--- src/rtl/ysyx_24100029_pkg.sv ---
// Shared constants for the write-back unit: default widths, load funct3 codes, buffer state.
package ysyx_24100029_pkg;

    localparam int DEF_ADDR_WIDTH = 5;
    localparam int DEF_DATA_WIDTH = 32;

    localparam logic [2:0] F3_LB  = 3'b000;
    localparam logic [2:0] F3_LH  = 3'b001;
    localparam logic [2:0] F3_LW  = 3'b010;
    localparam logic [2:0] F3_LBU = 3'b100;
    localparam logic [2:0] F3_LHU = 3'b101;

    typedef enum logic {
        ST_EMPTY = 1'b0,
        ST_FULL  = 1'b1
    } wbu_state_e;

endpackage

--- src/rtl/ysyx_24100029_load_ext.sv ---
// Combinational load formatter: lane select, sign/zero extension and misalignment detection.
module ysyx_24100029_load_ext
    import ysyx_24100029_pkg::*;
#(
    parameter int DATA_WIDTH = DEF_DATA_WIDTH
) (
    input  logic                  is_load_i,
    input  logic [2:0]            funct3_i,
    input  logic [1:0]            addr_lo_i,
    input  logic [DATA_WIDTH-1:0] alu_result_i,
    input  logic [DATA_WIDTH-1:0] mem_rdata_i,
    output logic [DATA_WIDTH-1:0] data_o,
    output logic                  misalign_o
);

    logic [7:0]  byte_sel;
    logic [15:0] half_sel;

    always_comb begin
        byte_sel = mem_rdata_i[7:0];
        case (addr_lo_i)
            2'd0: byte_sel = mem_rdata_i[7:0];
            2'd1: byte_sel = mem_rdata_i[15:8];
            2'd2: byte_sel = mem_rdata_i[23:16];
            2'd3: byte_sel = mem_rdata_i[31:24];
            default: byte_sel = mem_rdata_i[7:0];
        endcase
        half_sel = addr_lo_i[1] ? mem_rdata_i[31:16] : mem_rdata_i[15:0];
    end

    always_comb begin
        data_o     = alu_result_i;
        misalign_o = 1'b0;
        if (is_load_i) begin
            case (funct3_i)
                F3_LB:  data_o = {{(DATA_WIDTH-8){byte_sel[7]}}, byte_sel};
                F3_LBU: data_o = {{(DATA_WIDTH-8){1'b0}}, byte_sel};
                F3_LH: begin
                    data_o     = {{(DATA_WIDTH-16){half_sel[15]}}, half_sel};
                    misalign_o = addr_lo_i[0];
                end
                F3_LHU: begin
                    data_o     = {{(DATA_WIDTH-16){1'b0}}, half_sel};
                    misalign_o = addr_lo_i[0];
                end
                // lw and any undefined encoding: full word, must be word aligned
                default: begin
                    data_o     = mem_rdata_i;
                    misalign_o = (addr_lo_i != 2'b00);
                end
            endcase
        end
    end

endmodule

--- src/rtl/ysyx_24100029_wbu.sv ---
// Write-back unit: one-entry result buffer between LSU and register file with bypass.
// Optional retire counter / commit pc enabled by YSYX_24100029_WBU_RETIRE_CNT_EN.
module ysyx_24100029_wbu
    import ysyx_24100029_pkg::*;
#(
    parameter int ADDR_WIDTH = DEF_ADDR_WIDTH,
    parameter int DATA_WIDTH = DEF_DATA_WIDTH
) (
    input  logic                  clock,
    input  logic                  reset,
    input  logic                  in_valid,
    output logic                  in_ready,
    input  logic [ADDR_WIDTH-1:0] in_rd,
    input  logic                  in_rd_wen,
    input  logic                  in_is_load,
    input  logic [2:0]            in_funct3,
    input  logic [1:0]            in_addr_lo,
    input  logic [DATA_WIDTH-1:0] in_alu_result,
    input  logic [DATA_WIDTH-1:0] in_mem_rdata,
`ifdef YSYX_24100029_WBU_RETIRE_CNT_EN
    input  logic [DATA_WIDTH-1:0] in_pc,
    output logic [DATA_WIDTH-1:0] commit_pc,
    output logic [63:0]           retire_cnt,
`endif
    output logic [DATA_WIDTH-1:0] wdata,
    output logic [ADDR_WIDTH-1:0] waddr,
    output logic                  wen,
    output logic                  commit_valid,
    input  logic                  commit_ready,
    output logic                  misalign,
    output logic                  fwd_valid,
    output logic [ADDR_WIDTH-1:0] fwd_rd,
    output logic [DATA_WIDTH-1:0] fwd_data
);

    wbu_state_e            state_q;
    logic [ADDR_WIDTH-1:0] rd_q;
    logic                  rd_wen_q;
    logic                  mis_q;
    logic [DATA_WIDTH-1:0] data_q;
    logic [DATA_WIDTH-1:0] data_d;
    logic                  mis_d;

    logic full;
    logic in_fire;
    logic commit_fire;
    logic writes;

    ysyx_24100029_load_ext #(
        .DATA_WIDTH (DATA_WIDTH)
    ) u_load_ext (
        .is_load_i    (in_is_load),
        .funct3_i     (in_funct3),
        .addr_lo_i    (in_addr_lo),
        .alu_result_i (in_alu_result),
        .mem_rdata_i  (in_mem_rdata),
        .data_o       (data_d),
        .misalign_o   (mis_d)
    );

    assign full        = (state_q == ST_FULL);
    assign commit_fire = full && commit_ready;
    assign in_ready    = !full || commit_fire;
    assign in_fire     = in_valid && in_ready;
    // A buffered entry is architecturally visible only if it targets a real register cleanly
    assign writes      = full && rd_wen_q && (rd_q != '0) && !mis_q;

    always_ff @(posedge clock or negedge reset) begin
        if (!reset) begin
            state_q  <= ST_EMPTY;
            rd_q     <= '0;
            rd_wen_q <= 1'b0;
            mis_q    <= 1'b0;
            data_q   <= '0;
        end else if (in_fire) begin
            state_q  <= ST_FULL;
            rd_q     <= in_rd;
            rd_wen_q <= in_rd_wen;
            mis_q    <= mis_d;
            data_q   <= data_d;
        end else if (commit_fire) begin
            state_q  <= ST_EMPTY;
        end
    end

    assign commit_valid = full;
    assign misalign     = full && mis_q;
    assign wen          = writes && commit_ready;
    assign waddr        = full ? rd_q : '0;
    assign wdata        = full ? data_q : '0;
    assign fwd_valid    = writes;
    assign fwd_rd       = full ? rd_q : '0;
    assign fwd_data     = full ? data_q : '0;

`ifdef YSYX_24100029_WBU_RETIRE_CNT_EN
    logic [DATA_WIDTH-1:0] pc_q;
    logic [63:0]           cnt_q;

    always_ff @(posedge clock or negedge reset) begin
        if (!reset) begin
            pc_q  <= '0;
            cnt_q <= '0;
        end else begin
            if (in_fire) begin
                pc_q <= in_pc;
            end
            if (commit_fire) begin
                cnt_q <= cnt_q + 64'd1;
            end
        end
    end

    assign commit_pc  = full ? pc_q : '0;
    assign retire_cnt = cnt_q;
`endif

endmodule

--- config.mk ---
export PLATFORM = sky130hd
export DESIGN_NAME = ysyx_24100029_wbu
export DESIGN_NICKNAME = d
export VERILOG_FILES = /design/src/rtl/ysyx_24100029_pkg.sv /design/src/rtl/ysyx_24100029_load_ext.sv /design/src/rtl/ysyx_24100029_wbu.sv
export SDC_FILE = /design/constraint.sdc
export NUM_CORES = 1
export LEC_CHECK = 0
export CORE_MARGIN = 3
export CORE_UTILIZATION = 40
export CTS_BUF_LIST = sky130_fd_sc_hd__clkbuf_16
export DETAILED_ROUTE_END_ITERATION = 16
export PLACE_DENSITY = 0.82
export SETUP_SLACK_MARGIN = 0.3
export SLEW_MARGIN = 40
export SYNTH_ARGS = -nofsm -noshare
export SYNTH_HDL_FRONTEND = slang
export SYNTH_SLANG_ARGS = --single-unit
export TNS_END_PERCENT = 1
--- constraint.sdc ---
create_clock -name clock -period 2.3 [get_ports clock]
set_clock_uncertainty 0.15 [all_clocks]
set_input_delay 0.69 -clock clock [delete_from_list [all_inputs] [get_ports clock]]
set_output_delay 0.69 -clock clock [all_outputs]
set_load 0.1 [all_outputs]
==> parameters.txt <==
Parameter                              Value

Layout
  Synthesis-to-finish area growth ... 96.4%
  FILL cells ... ~370
  Final Non-Filler Cells ... 594
  Antenna diode count ... 0
  Count of nets after finishing ... 577
  Final cell area excluding filler cells ... 5770 µm²
  Fraction of layout instances using a drive strength above 1 ... 40.2%

Setup path
  Combined buffer and inverter count along the critical path ... 1
  Kind of capture point of the worst setup path ... output pin
  Critical path peak fanout ... 2
  Required arrival time at the worst endpoint ... 1460 ps
  Cell chain of the critical path ... or4_4 > nor2_4 > nor3_4 > and2_4 > buf_12
  Launching element type of the critical path ... flop
  CP Data Arrival Time ... 1720 ps
  Worst reg-to-reg setup slack ... 340 ps
  Critical setup path kind ... reg2out
  Kind of cell adding the most delay to the critical path ... simple AND/OR/NAND/NOR gates
  Slowest stage cell, crit path ... sky130_fd_sc_hd__or4_4
  Worst path max stage delay ... 560 ps

Die
  Row cnt ... 30
  Die height ... 91.7 µm
  Full die area ... roughly 8400 µm²
  Initial Utilization ... roughly 42%
  Top-level port count ... 159
  Overall die width ... 91.7 µm
  Core area ... 6940 µm²

Timing
  Final-report max-slew violation count ... 0
  Fin. Hold Viols ... 0
  Highest attainable clock frequency ... 0.390 GHz
  Least-Margin Pin Slew ... 448 ps
  Tcrit/Tclk final ... 111%
  Final Setup Violations ... 2
  Slew headroom ... 70.1%
  Fin worst setup slack ... -262 ps
  Min Clock Period, post-route ... 2560 ps
  RSZ-0062 raised after global routing ... yes

Route
  Post-Route WL ... 12000 µm
  Via count ... 3265
  Via density per instance ... 5.50
  Drt drc ... 0
  Violation count after the first detailed-routing iteration ... ~240
  Total iterations of the first detailed-routing run ... 4
  Drt wl/cell ... 20.2 µm
  Count of nets left with antenna violations after detail routing ... 0

Clock tree
  TritonCTS clock tree ... done
  TritonCTS sink count ... 40
  CTS Hold Bufs ... 0
  Num CTS Buffers ... 5
  Clk Latency, worst-skew pair ... around 280 ps
  Root cell of the clock tree ... sky130_fd_sc_hd__clkbuf_16
  Clock tree buffer depth ... 2
  Clock H-tree levels ... 2
  Worst-path clk slew ... 60 ps

GRT
  Global Route met2 Usage ... 50.7%
  GR met1 Demand/Resource ... around 33%
  GRT Residual Overflow ... 0
  Grt peak-use layer ... met2
  Overall Global Routing Usage ... 28.0%
  Met3 track demand over resource ... roughly 5.6%
  Antenna violations before repair ... 0
  Wire length of the first global-routing pass ... 18600 µm
  Via count of the first global-routing pass ... 3434
  Pin count of the biggest net entering global routing ... 25

Pwr
  Clk network pwr share ... 16.2%
  NetSw ... around 0.0023 W
  Comb power frac ... 65.0%
  Internal power ... approximately 0.0025 W
  Total power density per cell area ... between 800 and 900 nW/µm²
  Leakage power ... about 2.5 nW
  Sequential share of power ... 18.8%
  Worst supply voltage drop on vdd ... 0.538 mV
  Switching share of power ... between 40% and 50%

Synthesis
  Synthesized area ... 2940 µm²
  Most used DFF post-synth ... sky130_fd_sc_hd__dfrtp_1
  Count of state elements after synthesis ... 40
  Synth warn ... 0
  Commonest cells in the netlist ... sky130_fd_sc_hd__nand2_1, sky130_fd_sc_hd__and2_1, sky130_fd_sc_hd__dfrtp_1, sky130_fd_sc_hd__buf_4, sky130_fd_sc_hd__nor2_1
  Fraction of synthesis flops using an asynchronous set or reset pin ... 100%
  Yosys top cell by area ... sky130_fd_sc_hd__dfrtp_1
  Mean Syn Cell Area ... 8.18 µm²
  Portion of synthesized cell area occupied by the leading cell type ... 34.1%
  Synthesized net count ... 439
  Number of synthesized flops with an enable pin ... 0
  Most frequently used cell type in the post-synthesis netlist ... sky130_fd_sc_hd__nand2_1
  Sequential share of the synthesized area ... about a third
  Number of different library cells in the post-synthesis netlist ... 34
  Synth area leaders ... sky130_fd_sc_hd__dfrtp_1, sky130_fd_sc_hd__buf_4, sky130_fd_sc_hd__and2_1
  Gate count of the mapped netlist ... about 360

Place
  DP Area ... 5420 µm²
  Number of placed instances, taps included ... 586
  Count of port buffers added during placement ... 158
  Final weighted congestion in routability-driven placement ... 1.02
  Detailed Place HPWL ... between 9000 and 10000 µm

Job
  Maximum Capacitance Violations ... 0

Min path
  Tightest Hold Check Type ... in2async

Outcome
  Violated checks ... setup timing
  Result of the run ... finished with violations
## power groups by stage
| stage | Clock [W] | Combinational [W] | Sequential (W) |
|---|---|---|---|
| 6_report | 0.000779 | 0.00313 | 0.000902 |
| 5_1_grt | 0.000815 | 0.00320 | 0.000913 |
| 4_1_cts | 0.000784 | 0.00311 | 0.000898 |
| 3_5_place_dp | 0 | 0.00304 | 0.000899 |
| 3_3_place_gp | 0 | 0.00300 | 0.000891 |
| 2_1_floorplan | 0 | 0.00195 | 0.000875 |
## stage by stage
step | utilization (%) | total power, W | hold slack [ps] | setup slack (ps) | TNS (ps)
after floorplan | - | 0.00282 | 244 | -562 | -29130
after global placement | 78.1 | 0.00389 | 308 | -311 | -6780
after detailed placement | 78.1 | 0.00393 | 322 | -269 | -7150
after CTS | 82.1 | 0.00479 | 214 | -276 | -549
after global routing | 83.0 | 0.00493 | 230 | -311 | -1990
final | 83.0 | 0.00481 | 199 | -262 | -498
## registers in the layout (all words and copies together) (netlist names)
signal	flops
mis_q	1
rd_wen_q	1
commit_valid	1
rd_q	5
data_q	32
## logic make-up after synthesis
group           count (synthesis)  synth area share (%)
compound gates                 66                  17.9
mux                            13                  4.43
buf+inv                        66                  13.9
simple gates                  174                  29.7
flops                          40                  34.1
## per-layer routing
layer	wire length, µm	up-vias
li1	-	1483
met1	4380	1584
met2	6410	174
met3	948	24
met4	232	0
met5	0	-
## cells in the final DEF, fill, tap and decap left out, types with 3 or more instances in the layout
cell,n
sky130_fd_sc_hd__a211oi_2,14
sky130_fd_sc_hd__buf_4,28
sky130_fd_sc_hd__nand2_1,40
sky130_fd_sc_hd__dlygate4sd2_1,8
sky130_fd_sc_hd__buf_12,83
sky130_fd_sc_hd__a21oi_1,15
sky130_fd_sc_hd__and2_2,9
sky130_fd_sc_hd__o22ai_1,11
sky130_fd_sc_hd__o211ai_1,4
sky130_fd_sc_hd__a221o_1,7
sky130_fd_sc_hd__dfrtp_1,39
sky130_fd_sc_hd__a211oi_1,3
sky130_fd_sc_hd__buf_6,5
sky130_fd_sc_hd__nand3_1,9
sky130_fd_sc_hd__clkbuf_16,5
sky130_fd_sc_hd__and3_4,3
sky130_fd_sc_hd__nor3_1,18
sky130_fd_sc_hd__nor2_1,29
sky130_fd_sc_hd__nor2b_1,11
sky130_fd_sc_hd__and2_4,30
sky130_fd_sc_hd__nand2b_1,4
sky130_fd_sc_hd__clkdlybuf4s50_1,66
sky130_fd_sc_hd__mux2i_1,11
sky130_fd_sc_hd__and3_1,8
## worst paths after layout
check / startpoint / end / cells past startpoint
setup / recovery: rd_q[2] / wen / 5
hold / removal: reset / data_q[9] / 1
setup reg to reg: commit_valid / data_q[6] / 7
min in group clock: rd_q[4] / rd_q[4] / 2
max in group asynchronous: reset / commit_valid / 2
hold reg to reg: rd_q[4] / rd_q[4] / 2
## area by class of cell
class	count	area [µm²]	share of cell area [%]
clock inverter	3	37.5	0.651
multi-input combinational	253	1770	30.7
tap	96	120	2.08
inverter	2	11.3	0.195
sequential	40	1000	17.4
clock buffer	5	125	2.17
timing repair buffer	195	2700	46.8
## repair_timing
item	CTS	global route
buffers inserted	0	0
endpoints found under the setup margin	117	110
pin swaps	23	18
resized for setup	61	20
No activity file was read; power rests on OpenSTA's default activity.
